===== config.mk =====
export PLATFORM = sky130hd
export DESIGN_NAME = axi4lite_slave_regs_flat
export DESIGN_NICKNAME = d
export VERILOG_FILES = /design/src/rtl/axi4lite_pkg.sv /design/src/rtl/axi4lite_slave_regs_if.sv /design/src/rtl/axi4lite_slave_regfile.sv /design/src/rtl/axi4lite_slave_regs.sv /design/src/flat_wrapper.sv
export SDC_FILE = /design/constraint.sdc
export NUM_CORES = 1
export LEC_CHECK = 0
export BUFFER_PORTS_ARGS = -buffer_cell sky130_fd_sc_hd__buf_2
export CAP_MARGIN = 25
export CORE_AREA = 2 2 265 267
export DETAILED_ROUTE_END_ITERATION = 10
export DIE_AREA = 0 0 267 269
export GPL_ROUTABILITY_DRIVEN = 0
export PLACE_DENSITY_LB_ADDON = 0.1
export SLEW_MARGIN = 25
export SYNTH_ARGS = -nofsm -noshare
export SYNTH_HDL_FRONTEND = slang
export SYNTH_SLANG_ARGS = --single-unit

===== constraint.sdc =====
create_clock -name clk -period 3.3 [get_ports clk]
set_input_delay 0.495 -clock clk [delete_from_list [all_inputs] [get_ports clk]]
set_output_delay 0.495 -clock clk [all_outputs]
set_load 0.02 [all_outputs]

===== src/rtl/axi4lite_pkg.sv =====
`default_nettype none
// ============================================================================
// Module      : axi4lite_pkg
// Description : Shared constants and FSM state types for the AXI4-Lite
//               register-bank responder.
//               - C_RESP_OKAY / C_RESP_SLVERR : AXI response codes
//               - t_wr_state                  : write-channel FSM states
//               - t_rd_state                  : read-channel FSM states
// Revision    : 1.0 - initial release
// ============================================================================
package axi4lite_pkg;

    localparam logic [1:0] C_RESP_OKAY   = 2'b00;
    localparam logic [1:0] C_RESP_SLVERR = 2'b10;

    typedef enum logic [1:0] {
        W_IDLE    = 2'd0,
        W_WAIT_W  = 2'd1,
        W_WAIT_AW = 2'd2,
        W_RESP    = 2'd3
    } t_wr_state;

    typedef enum logic [0:0] {
        R_IDLE = 1'b0,
        R_DATA = 1'b1
    } t_rd_state;

endpackage
`default_nettype wire


===== src/rtl/axi4lite_slave_regs_if.sv =====
`default_nettype none
// ============================================================================
// Module      : axi4lite_slave_regs_if
// Description : AXI4-Lite bus bundle (AW, W, B, AR, R channels).
//               modport master : drives valids/addresses/data, bready, rready
//               modport slave  : drives readys, bvalid/bresp, rvalid/rdata/rresp
// Revision    : 1.0 - initial release
// ============================================================================
interface axi4lite_slave_regs_if #(
    parameter int G_AXI4_LITE_ADDR_WIDTH = 32,
    parameter int G_AXI4_LITE_DATA_WIDTH = 32
) ();

    logic                                  awvalid;
    logic [G_AXI4_LITE_ADDR_WIDTH-1:0]     awaddr;
    logic [2:0]                            awprot;
    logic                                  awready;

    logic                                  wvalid;
    logic [G_AXI4_LITE_DATA_WIDTH-1:0]     wdata;
    logic [G_AXI4_LITE_DATA_WIDTH/8-1:0]   wstrb;
    logic                                  wready;

    logic                                  bvalid;
    logic                                  bready;
    logic [1:0]                            bresp;

    logic                                  arvalid;
    logic [G_AXI4_LITE_ADDR_WIDTH-1:0]     araddr;
    logic [2:0]                            arprot;
    logic                                  arready;

    logic                                  rvalid;
    logic                                  rready;
    logic [G_AXI4_LITE_DATA_WIDTH-1:0]     rdata;
    logic [1:0]                            rresp;

    modport master (
        output awvalid, awaddr, awprot, wvalid, wdata, wstrb, bready,
               arvalid, araddr, arprot, rready,
        input  awready, wready, bvalid, bresp, arready, rvalid, rdata, rresp
    );

    modport slave (
        input  awvalid, awaddr, awprot, wvalid, wdata, wstrb, bready,
               arvalid, araddr, arprot, rready,
        output awready, wready, bvalid, bresp, arready, rvalid, rdata, rresp
    );

endinterface
`default_nettype wire


===== src/rtl/axi4lite_slave_regfile.sv =====
`default_nettype none
// ============================================================================
// Module      : axi4lite_slave_regfile
// Description : Bank of G_NB_REGS registers with a byte-strobed write port,
//               a one-cycle write pulse per register and a combinational
//               read mux.
//   clk, rst      : clock, synchronous active-high reset
//   i_wr_en       : write the register selected by i_wr_idx this edge
//   i_wr_idx      : write register index
//   i_wr_data     : write data
//   i_wr_strb     : per-byte write enables
//   i_rd_idx      : read register index
//   o_rd_data     : selected register value (0 for an unmapped index)
//   o_regs        : flattened contents, reg i at [i*DW +: DW]
//   o_wr_pulse    : bit i high for the cycle reg i first shows a new write
// Revision    : 1.0 - initial release
// ============================================================================
module axi4lite_slave_regfile #(
    parameter int G_DATA_WIDTH = 32,
    parameter int G_NB_REGS    = 16,
    parameter int G_IDX_WIDTH  = 4
) (
    input  wire logic                              clk,
    input  wire logic                              rst,
    input  wire logic                              i_wr_en,
    input  wire logic [G_IDX_WIDTH-1:0]            i_wr_idx,
    input  wire logic [G_DATA_WIDTH-1:0]           i_wr_data,
    input  wire logic [G_DATA_WIDTH/8-1:0]         i_wr_strb,
    input  wire logic [G_IDX_WIDTH-1:0]            i_rd_idx,
    output logic      [G_DATA_WIDTH-1:0]           o_rd_data,
    output logic      [G_NB_REGS*G_DATA_WIDTH-1:0] o_regs,
    output logic      [G_NB_REGS-1:0]              o_wr_pulse
);

    localparam int c_strb_w = G_DATA_WIDTH / 8;

    logic [G_NB_REGS*G_DATA_WIDTH-1:0] w_regs;

    for (genvar i = 0; i < G_NB_REGS; i++) begin : g_reg
        logic                    w_sel;
        logic [G_DATA_WIDTH-1:0] r_reg;
        logic                    r_pulse;

        assign w_sel = i_wr_en && (i_wr_idx == G_IDX_WIDTH'(i));

        // The pulse is registered on the same edge as the data so both
        // become visible together.
        always_ff @(posedge clk) begin
            if (rst) begin
                r_reg   <= '0;
                r_pulse <= 1'b0;
            end else begin
                r_pulse <= w_sel;
                if (w_sel) begin
                    for (int b = 0; b < c_strb_w; b++) begin
                        if (i_wr_strb[b]) begin
                            r_reg[8*b +: 8] <= i_wr_data[8*b +: 8];
                        end
                    end
                end
            end
        end

        assign w_regs[i*G_DATA_WIDTH +: G_DATA_WIDTH] = r_reg;
        assign o_wr_pulse[i]                          = r_pulse;
    end

    always_comb begin
        o_rd_data = '0;
        for (int i = 0; i < G_NB_REGS; i++) begin
            if (i_rd_idx == G_IDX_WIDTH'(i)) begin
                o_rd_data = w_regs[i*G_DATA_WIDTH +: G_DATA_WIDTH];
            end
        end
    end

    assign o_regs = w_regs;

endmodule
`default_nettype wire


===== src/rtl/axi4lite_slave_regs.sv =====
`default_nettype none
// ============================================================================
// Module      : axi4lite_slave_regs
// Description : AXI4-Lite responder exposing G_NB_REGS 32-bit registers at
//               word-aligned byte addresses from 0. Write and read channels
//               run independent FSMs; unmapped indices answer SLVERR.
//   clk, rst  : clock, synchronous active-high reset
//   axi       : AXI4-Lite slave port (awprot/arprot ignored)
//   regs_out  : flattened register contents, reg i at [i*32 +: 32]
//   wr_pulse  : one-cycle pulse per register, aligned with the new value
// Only a 32-bit data width is supported.
// Revision    : 1.0 - initial release
// ============================================================================
module axi4lite_slave_regs
    import axi4lite_pkg::*;
#(
    parameter int G_AXI4_LITE_ADDR_WIDTH = 32,
    parameter int G_AXI4_LITE_DATA_WIDTH = 32,
    parameter int G_NB_REGS              = 16
) (
    input  wire logic                                         clk,
    input  wire logic                                         rst,
    axi4lite_slave_regs_if.slave                              axi,
    output logic [G_NB_REGS*G_AXI4_LITE_DATA_WIDTH-1:0]       regs_out,
    output logic [G_NB_REGS-1:0]                              wr_pulse
);

    localparam int c_aw     = G_AXI4_LITE_ADDR_WIDTH;
    localparam int c_dw     = G_AXI4_LITE_DATA_WIDTH;
    localparam int c_strb_w = c_dw / 8;
    localparam int c_full_w = c_aw - 2;
    localparam int c_idx_w  = (G_NB_REGS > 1) ? $clog2(G_NB_REGS) : 1;
    localparam logic [c_full_w-1:0] c_nb_regs = c_full_w'(G_NB_REGS);

    // Held low through reset and the first cycle after it so that no
    // handshake can be taken while the bank is still coming out of reset.
    logic r_init;

    // ------------------------------------------------------------------
    // Write channel
    // ------------------------------------------------------------------
    t_wr_state             r_wstate;
    t_wr_state             w_wstate_nxt;
    logic                  w_aw_fire;
    logic                  w_w_fire;
    logic                  w_wr_go;
    logic                  w_wr_hit;
    logic [c_full_w-1:0]   w_aw_idx;
    logic [c_full_w-1:0]   r_aw_idx;
    logic [c_full_w-1:0]   w_wr_idx;
    logic [c_dw-1:0]       r_wdata;
    logic [c_dw-1:0]       w_wr_data;
    logic [c_strb_w-1:0]   r_wstrb;
    logic [c_strb_w-1:0]   w_wr_strb;
    logic [1:0]            r_bresp;

    assign axi.awready = r_init & ~rst & ((r_wstate == W_IDLE) || (r_wstate == W_WAIT_AW));
    assign axi.wready  = r_init & ~rst & ((r_wstate == W_IDLE) || (r_wstate == W_WAIT_W));
    assign axi.bvalid  = (r_wstate == W_RESP);
    assign axi.bresp   = r_bresp;

    assign w_aw_fire = axi.awvalid & axi.awready;
    assign w_w_fire  = axi.wvalid  & axi.wready;
    assign w_aw_idx  = axi.awaddr[c_aw-1:2];

    // A half that arrived earlier comes from its latch; the other half is
    // taken straight off the bus in the completing cycle.
    assign w_wr_idx  = (r_wstate == W_WAIT_W)  ? r_aw_idx : w_aw_idx;
    assign w_wr_data = (r_wstate == W_WAIT_AW) ? r_wdata  : axi.wdata;
    assign w_wr_strb = (r_wstate == W_WAIT_AW) ? r_wstrb  : axi.wstrb;
    assign w_wr_hit  = (w_wr_idx < c_nb_regs);

    always_comb begin
        w_wstate_nxt = r_wstate;
        w_wr_go      = 1'b0;
        case (r_wstate)
            W_IDLE: begin
                if (w_aw_fire && w_w_fire) begin
                    w_wstate_nxt = W_RESP;
                    w_wr_go      = 1'b1;
                end else if (w_aw_fire) begin
                    w_wstate_nxt = W_WAIT_W;
                end else if (w_w_fire) begin
                    w_wstate_nxt = W_WAIT_AW;
                end
            end
            W_WAIT_W: begin
                if (w_w_fire) begin
                    w_wstate_nxt = W_RESP;
                    w_wr_go      = 1'b1;
                end
            end
            W_WAIT_AW: begin
                if (w_aw_fire) begin
                    w_wstate_nxt = W_RESP;
                    w_wr_go      = 1'b1;
                end
            end
            W_RESP: begin
                if (axi.bready) begin
                    w_wstate_nxt = W_IDLE;
                end
            end
            default: w_wstate_nxt = W_IDLE;
        endcase
    end

    always_ff @(posedge clk) begin
        if (rst) begin
            r_init   <= 1'b0;
            r_wstate <= W_IDLE;
            r_aw_idx <= '0;
            r_wdata  <= '0;
            r_wstrb  <= '0;
            r_bresp  <= C_RESP_OKAY;
        end else begin
            r_init   <= 1'b1;
            r_wstate <= w_wstate_nxt;
            if (w_aw_fire) begin
                r_aw_idx <= w_aw_idx;
            end
            if (w_w_fire) begin
                r_wdata <= axi.wdata;
                r_wstrb <= axi.wstrb;
            end
            if (w_wr_go) begin
                r_bresp <= w_wr_hit ? C_RESP_OKAY : C_RESP_SLVERR;
            end
        end
    end

    // ------------------------------------------------------------------
    // Read channel
    // ------------------------------------------------------------------
    t_rd_state             r_rstate;
    t_rd_state             w_rstate_nxt;
    logic                  w_ar_fire;
    logic                  w_ar_hit;
    logic [c_full_w-1:0]   w_ar_idx;
    logic [c_dw-1:0]       w_rd_word;
    logic [c_dw-1:0]       r_rdata;
    logic [1:0]            r_rresp;

    assign axi.arready = r_init & ~rst & (r_rstate == R_IDLE);
    assign axi.rvalid  = (r_rstate == R_DATA);
    assign axi.rdata   = r_rdata;
    assign axi.rresp   = r_rresp;

    assign w_ar_fire = axi.arvalid & axi.arready;
    assign w_ar_idx  = axi.araddr[c_aw-1:2];
    assign w_ar_hit  = (w_ar_idx < c_nb_regs);

    always_comb begin
        w_rstate_nxt = r_rstate;
        case (r_rstate)
            R_IDLE:  if (w_ar_fire)  w_rstate_nxt = R_DATA;
            R_DATA:  if (axi.rready) w_rstate_nxt = R_IDLE;
            default: w_rstate_nxt = R_IDLE;
        endcase
    end

    // Sampling the mux on the handshake edge means a write landing on the
    // same edge is not yet visible: the read returns the old value.
    always_ff @(posedge clk) begin
        if (rst) begin
            r_rstate <= R_IDLE;
            r_rdata  <= '0;
            r_rresp  <= C_RESP_OKAY;
        end else begin
            r_rstate <= w_rstate_nxt;
            if (w_ar_fire) begin
                r_rdata <= w_ar_hit ? w_rd_word : '0;
                r_rresp <= w_ar_hit ? C_RESP_OKAY : C_RESP_SLVERR;
            end
        end
    end

    // ------------------------------------------------------------------
    // Register storage
    // ------------------------------------------------------------------
    axi4lite_slave_regfile #(
        .G_DATA_WIDTH (c_dw),
        .G_NB_REGS    (G_NB_REGS),
        .G_IDX_WIDTH  (c_idx_w)
    ) u_regfile (
        .clk        (clk),
        .rst        (rst),
        .i_wr_en    (w_wr_go & w_wr_hit),
        .i_wr_idx   (w_wr_idx[c_idx_w-1:0]),
        .i_wr_data  (w_wr_data),
        .i_wr_strb  (w_wr_strb),
        .i_rd_idx   (w_ar_idx[c_idx_w-1:0]),
        .o_rd_data  (w_rd_word),
        .o_regs     (regs_out),
        .o_wr_pulse (wr_pulse)
    );

    logic w_unused;
    assign w_unused = ^{axi.awprot, axi.arprot, axi.awaddr[1:0], axi.araddr[1:0]};

endmodule
`default_nettype wire

===== src/flat_wrapper.sv =====
// flat-port wrapper written by rule: the top's interface ports become plain ports
module axi4lite_slave_regs_flat import axi4lite_pkg::*;
#(
    parameter int G_AXI4_LITE_ADDR_WIDTH = 32,
    parameter int G_AXI4_LITE_DATA_WIDTH = 32,
    parameter int G_NB_REGS              = 16
)
  (clk, rst, regs_out, wr_pulse, axi_awvalid, axi_awaddr, axi_awprot, axi_wvalid, axi_wdata, axi_wstrb, axi_bready, axi_arvalid, axi_araddr, axi_arprot, axi_rready, axi_awready, axi_wready, axi_bvalid, axi_bresp, axi_arready, axi_rvalid, axi_rdata, axi_rresp);
  axi4lite_slave_regs_if #(.G_AXI4_LITE_ADDR_WIDTH(G_AXI4_LITE_ADDR_WIDTH), .G_AXI4_LITE_DATA_WIDTH(G_AXI4_LITE_DATA_WIDTH)) axi_i ();
  input  wire logic clk;
  input  wire logic rst;
  output logic [G_NB_REGS*G_AXI4_LITE_DATA_WIDTH-1:0] regs_out;
  output logic [G_NB_REGS-1:0] wr_pulse;
  input wire logic [$bits(axi_i.awvalid)-1:0] axi_awvalid;
  input wire logic [$bits(axi_i.awaddr)-1:0] axi_awaddr;
  input wire logic [$bits(axi_i.awprot)-1:0] axi_awprot;
  input wire logic [$bits(axi_i.wvalid)-1:0] axi_wvalid;
  input wire logic [$bits(axi_i.wdata)-1:0] axi_wdata;
  input wire logic [$bits(axi_i.wstrb)-1:0] axi_wstrb;
  input wire logic [$bits(axi_i.bready)-1:0] axi_bready;
  input wire logic [$bits(axi_i.arvalid)-1:0] axi_arvalid;
  input wire logic [$bits(axi_i.araddr)-1:0] axi_araddr;
  input wire logic [$bits(axi_i.arprot)-1:0] axi_arprot;
  input wire logic [$bits(axi_i.rready)-1:0] axi_rready;
  output wire logic [$bits(axi_i.awready)-1:0] axi_awready;
  output wire logic [$bits(axi_i.wready)-1:0] axi_wready;
  output wire logic [$bits(axi_i.bvalid)-1:0] axi_bvalid;
  output wire logic [$bits(axi_i.bresp)-1:0] axi_bresp;
  output wire logic [$bits(axi_i.arready)-1:0] axi_arready;
  output wire logic [$bits(axi_i.rvalid)-1:0] axi_rvalid;
  output wire logic [$bits(axi_i.rdata)-1:0] axi_rdata;
  output wire logic [$bits(axi_i.rresp)-1:0] axi_rresp;
  assign axi_i.awvalid = axi_awvalid;
  assign axi_i.awaddr = axi_awaddr;
  assign axi_i.awprot = axi_awprot;
  assign axi_i.wvalid = axi_wvalid;
  assign axi_i.wdata = axi_wdata;
  assign axi_i.wstrb = axi_wstrb;
  assign axi_i.bready = axi_bready;
  assign axi_i.arvalid = axi_arvalid;
  assign axi_i.araddr = axi_araddr;
  assign axi_i.arprot = axi_arprot;
  assign axi_i.rready = axi_rready;
  assign axi_awready = axi_i.awready;
  assign axi_wready = axi_i.wready;
  assign axi_bvalid = axi_i.bvalid;
  assign axi_bresp = axi_i.bresp;
  assign axi_arready = axi_i.arready;
  assign axi_rvalid = axi_i.rvalid;
  assign axi_rdata = axi_i.rdata;
  assign axi_rresp = axi_i.rresp;
  axi4lite_slave_regs #(.G_AXI4_LITE_ADDR_WIDTH(G_AXI4_LITE_ADDR_WIDTH), .G_AXI4_LITE_DATA_WIDTH(G_AXI4_LITE_DATA_WIDTH), .G_NB_REGS(G_NB_REGS)) u_core (.clk(clk), .rst(rst), .axi(axi_i), .regs_out(regs_out), .wr_pulse(wr_pulse));
endmodule

==> results.sh <==
export IMPL_wl_per_cell_um=26.8
export IMPL_area_growth_pct=26.1
export IMPL_hp_class="primary input to flip-flop"
export IMPL_hold_depth=3
export IMPL_insertion_delay_ns=0.62
export IMPL_ctsHoldBuffers=0
export IMPL_critPathLaunchType="flip-flop"
export IMPL_coreArea_um2=69300
export IMPL_root_buffer="clkbuf_16"
export IMPL_antenna_found_initial=0
export IMPL_clkSlewWorstSetupHoldPaths_ns=0.06
export IMPL_io_buffers=669
export IMPL_skew_ns=0.0224
export IMPL_critical_path_max_fanout=16
export IMPL_cts_tree="done"
export IMPL_postLayoutCellArea_um2=34700
export IMPL_r2r_end="u_core.u_regfile.g_reg[7].r_reg[19]"
export IMPL_cts_sinks=632
export IMPL_leakage_nw=13.9
export IMPL_first_pass_iters=6
export IMPL_relSlewSlack_pct=38.3
export IMPL_start_util_pct=39.7
export IMPL_grtUsageTotal_pct=34.5
export IMPL_grt_setup_unrepaired="false"
export IMPL_synthFlopType="dfxtp_1"
export IMPL_htreeDepth=3
export IMPL_r2r_start="u_core.r_wstate[1]"
export IMPL_routed_wl_um=129000
export IMPL_cp_end_kind="flip-flop"
export IMPL_ys_ff_latch=632
export IMPL_hp_start="axi_wstrb[2]"
export IMPL_place_inst=4672
export IMPL_die_y_um=269
export IMPL_largest_reg_flops=512
export IMPL_fin_cells=4804
export IMPL_setup_violations=0
export IMPL_grt_pass1_vias=24815
export IMPL_rows=97
export IMPL_final_nets=3927
export IMPL_drt_iter0_drc=2958
export IMPL_post_route_min_period_ns=2.98
export IMPL_synth_edf_count=0
export IMPL_grt_max_degree=140
export IMPL_clock_path_buffers=3
export IMPL_n_antenna_cell=0
export IMPL_hold_end="u_core.r_wstrb[2]"
export IMPL_drive_above_1_share_pct=28.7
export IMPL_ys_seq_area_share_pct=46.0
export IMPL_ys_warn_count=0
export IMPL_hpwl_um=94700
export IMPL_cts_made_buffers=73
export IMPL_dieArea_um2=71800
export IMPL_critPathRequiredTime_ns=3.79
export IMPL_worstMarginPinSlew_ns=0.921
export IMPL_place_area_um2=32300
export IMPL_postLayoutCoreUtil_pct=50.1
export IMPL_critPathKind="flip-flop to flip-flop"
export IMPL_drc=0
export IMPL_status="finished clean"
export IMPL_fmaxAchievable_mhz=335
export IMPL_slew_viol_final=0
export IMPL_syn_inst=3189
export IMPL_drv_cap=0
export IMPL_synth_avg_cell_area_um2=8.63
export IMPL_grt_ovfl_total=0
export IMPL_vias_per_cell=5.77
export IMPL_detail_route_antenna_nets=0
export IMPL_finalHoldViolCount=0
export IMPL_synthesis_area_um2=27500
export IMPL_ff2ff_setup_slack_ns=0.32
export IMPL_cts_resized=0
export IMPL_setup_tns_ns=0
export IMPL_fin_crit_sh_pct=90.4
export IMPL_grt_pass1_wl_um=181000
export IMPL_cellPowerDensity_nw_per_um2=530
export IMPL_vias=27731
export IMPL_die_w_um=267
export IMPL_io_pins=682
export IMPL_peakVddDrop_mv=0.434
export IMPL_synth_cell_types=68
export IMPL_cts_setup_buffers=0
export IMPL_reg2reg_depth=10
export IMPL_async_flop_share_pct=0
export IMPL_crit_arrival_ns=3.47
==> worst max-delay path by stage <==
| stage | depth (start not counted) | startpoint | endpoint | slack (ns) |
|---|---|---|---|---|
| 6_report | 10 | u_core.r_wstate[1] | u_core.u_regfile.g_reg[7].r_reg[19] | 0.32 |
| 3_3_place_gp | 9 | u_core.r_wstate[1] | u_core.u_regfile.g_reg[7].r_reg[17] | 0.18 |
| 4_1_cts | 9 | u_core.r_wstate[1] | u_core.u_regfile.g_reg[7].r_reg[20] | 0.14 |
| 5_1_grt | 10 | u_core.r_wstate[1] | u_core.u_regfile.g_reg[7].r_reg[21] | 0.12 |
| 3_5_place_dp | 9 | u_core.r_wstate[1] | u_core.u_regfile.g_reg[7].r_reg[20] | 0.16 |
| 2_1_floorplan | 11 | u_core.r_wstate[1] | u_core.u_regfile.g_reg[4].r_reg[6] | 0.75 |
==> logic make-up (layout without fill, tap and decap cells) <==
kind of cell,after synthesis,count (layout),share of synthesized area (%)
mux,118,118,5.03
compound gates,1085,1085,25.4
fa+ha+maj,5,5,0.227
buf+inv,333,1007,5.88
other cells,1,2,0.0136
flops,632,632,46.0
simple gates,1015,1015,17.4
==> cell usage in the layout (no fill, tap or decap), drive strengths merged, types with 6 or more instances in the layout <==
master	synthesis	layout
nand3	551	551
clkinv	1	15
nand2	273	273
inv	13	15
nor3b	8	8
a221oi	12	12
o211ai	71	71
dfxtp	632	632
nor4	16	16
nand2b	11	11
a2bb2oi	9	9
a22o	27	27
nor2b	22	22
o21ai	613	613
a211oi	19	19
nor3	10	10
a31oi	17	17
o22ai	25	25
o22a	14	14
nor2	94	94
mux2	52	52
mux4	11	11
o221ai	9	9
clkbuf	171	110
buf	148	861
mux2i	55	55
nand4	6	6
o2bb2ai	13	13
a21oi	153	153
a221o	13	13
a22oi	44	44
==> metrics by stage <==
stage | power [mW] | setup WS [ns] | hold slack (ns)
2_1_floorplan | 9.27 | 0.751 | 0.433
3_3_place_gp | 10.3 | 0.184 | 0.432
3_5_place_dp | 10.3 | 0.160 | 0.430
4_1_cts | 18.4 | 0.135 | 0.0935
5_1_grt | 18.9 | 0.122 | 0.124
6_report | 18.4 | 0.317 | 0.120
==> synthesized netlist by cell type (all sizes together) (6+ instances only) <==
| cell type | instances | share of area (%) |
|---|---|---|
| dfxtp | 632 | 46 |
| o21ai | 613 | 11 |
| nand3 | 551 | 10 |
| nand2 | 273 | 3.7 |
| clkbuf | 171 | 2.3 |
| a21oi | 153 | 2.8 |
| buf | 148 | 3.4 |
| nor2 | 94 | 1.3 |
| o211ai | 71 | 3.9 |
| mux2i | 55 | 2.0 |
| mux2 | 52 | 2.1 |
| a22oi | 44 | 1.2 |
| a22o | 27 | 0.86 |
| o22ai | 25 | 0.57 |
| nor2b | 22 | 0.50 |
| a211oi | 19 | 0.52 |
| a31oi | 17 | 0.39 |
| nor4 | 16 | 0.41 |
| o22a | 14 | 0.45 |
| a221o | 13 | 0.47 |
| inv | 13 | 0.18 |
| o2bb2ai | 13 | 0.41 |
| a221oi | 12 | 0.38 |
| mux4 | 11 | 0.90 |
| nand2b | 11 | 0.25 |
| nor3 | 10 | 0.18 |
| a2bb2oi | 9 | 0.29 |
| o221ai | 9 | 0.29 |
| nor3b | 8 | 0.24 |
| nand4 | 6 | 0.14 |
==> area by class of cell <==
class                           count  area, µm²
Multi-Input combinational cell   2225      13300
Inverter                           14       60.1
Tap cell                          940       1180
Sequential cell                   632      12700
Clock buffer                      108       2170
Timing Repair Buffer              863       5100
Fill cell                        6924      34600
Clock inverter                     22        215
==> per-layer routing <==
layer / track usage [%] / wire (µm) / share of wire (%)
met1: 48.8 / 56500 / 44
met2: 50.5 / 54900 / 43
met3: 9.20 / 13000 / 10
met4: 11.8 / 4380 / 3.4
met5: 0 / 0 / 0
==> report_power, final <==
part | switching (mW) | leakage (nW) | internal, mW | total (mW)
sequential | 0.0363 | 5.09 | 7.69 | 7.73
clock | 3.40 | 1.17 | 4.80 | 8.20
combinational | 1.74 | 7.64 | 0.723 | 2.46
==> critical path, cell delays in order (launching register included) <==
cell       delay [ns]
dfxtp_1          0.34
inv_1            0.11
ha_1             0.37
nor4b_2          0.29
nand3_2          0.28
a2111oi_4        0.51
buf_12           0.28
o211ai_1         0.23
clkbuf_4         0.25
nand3_1          0.09
o21ai_0          0.07
Note: power is estimated with default switching activity, not from simulation.
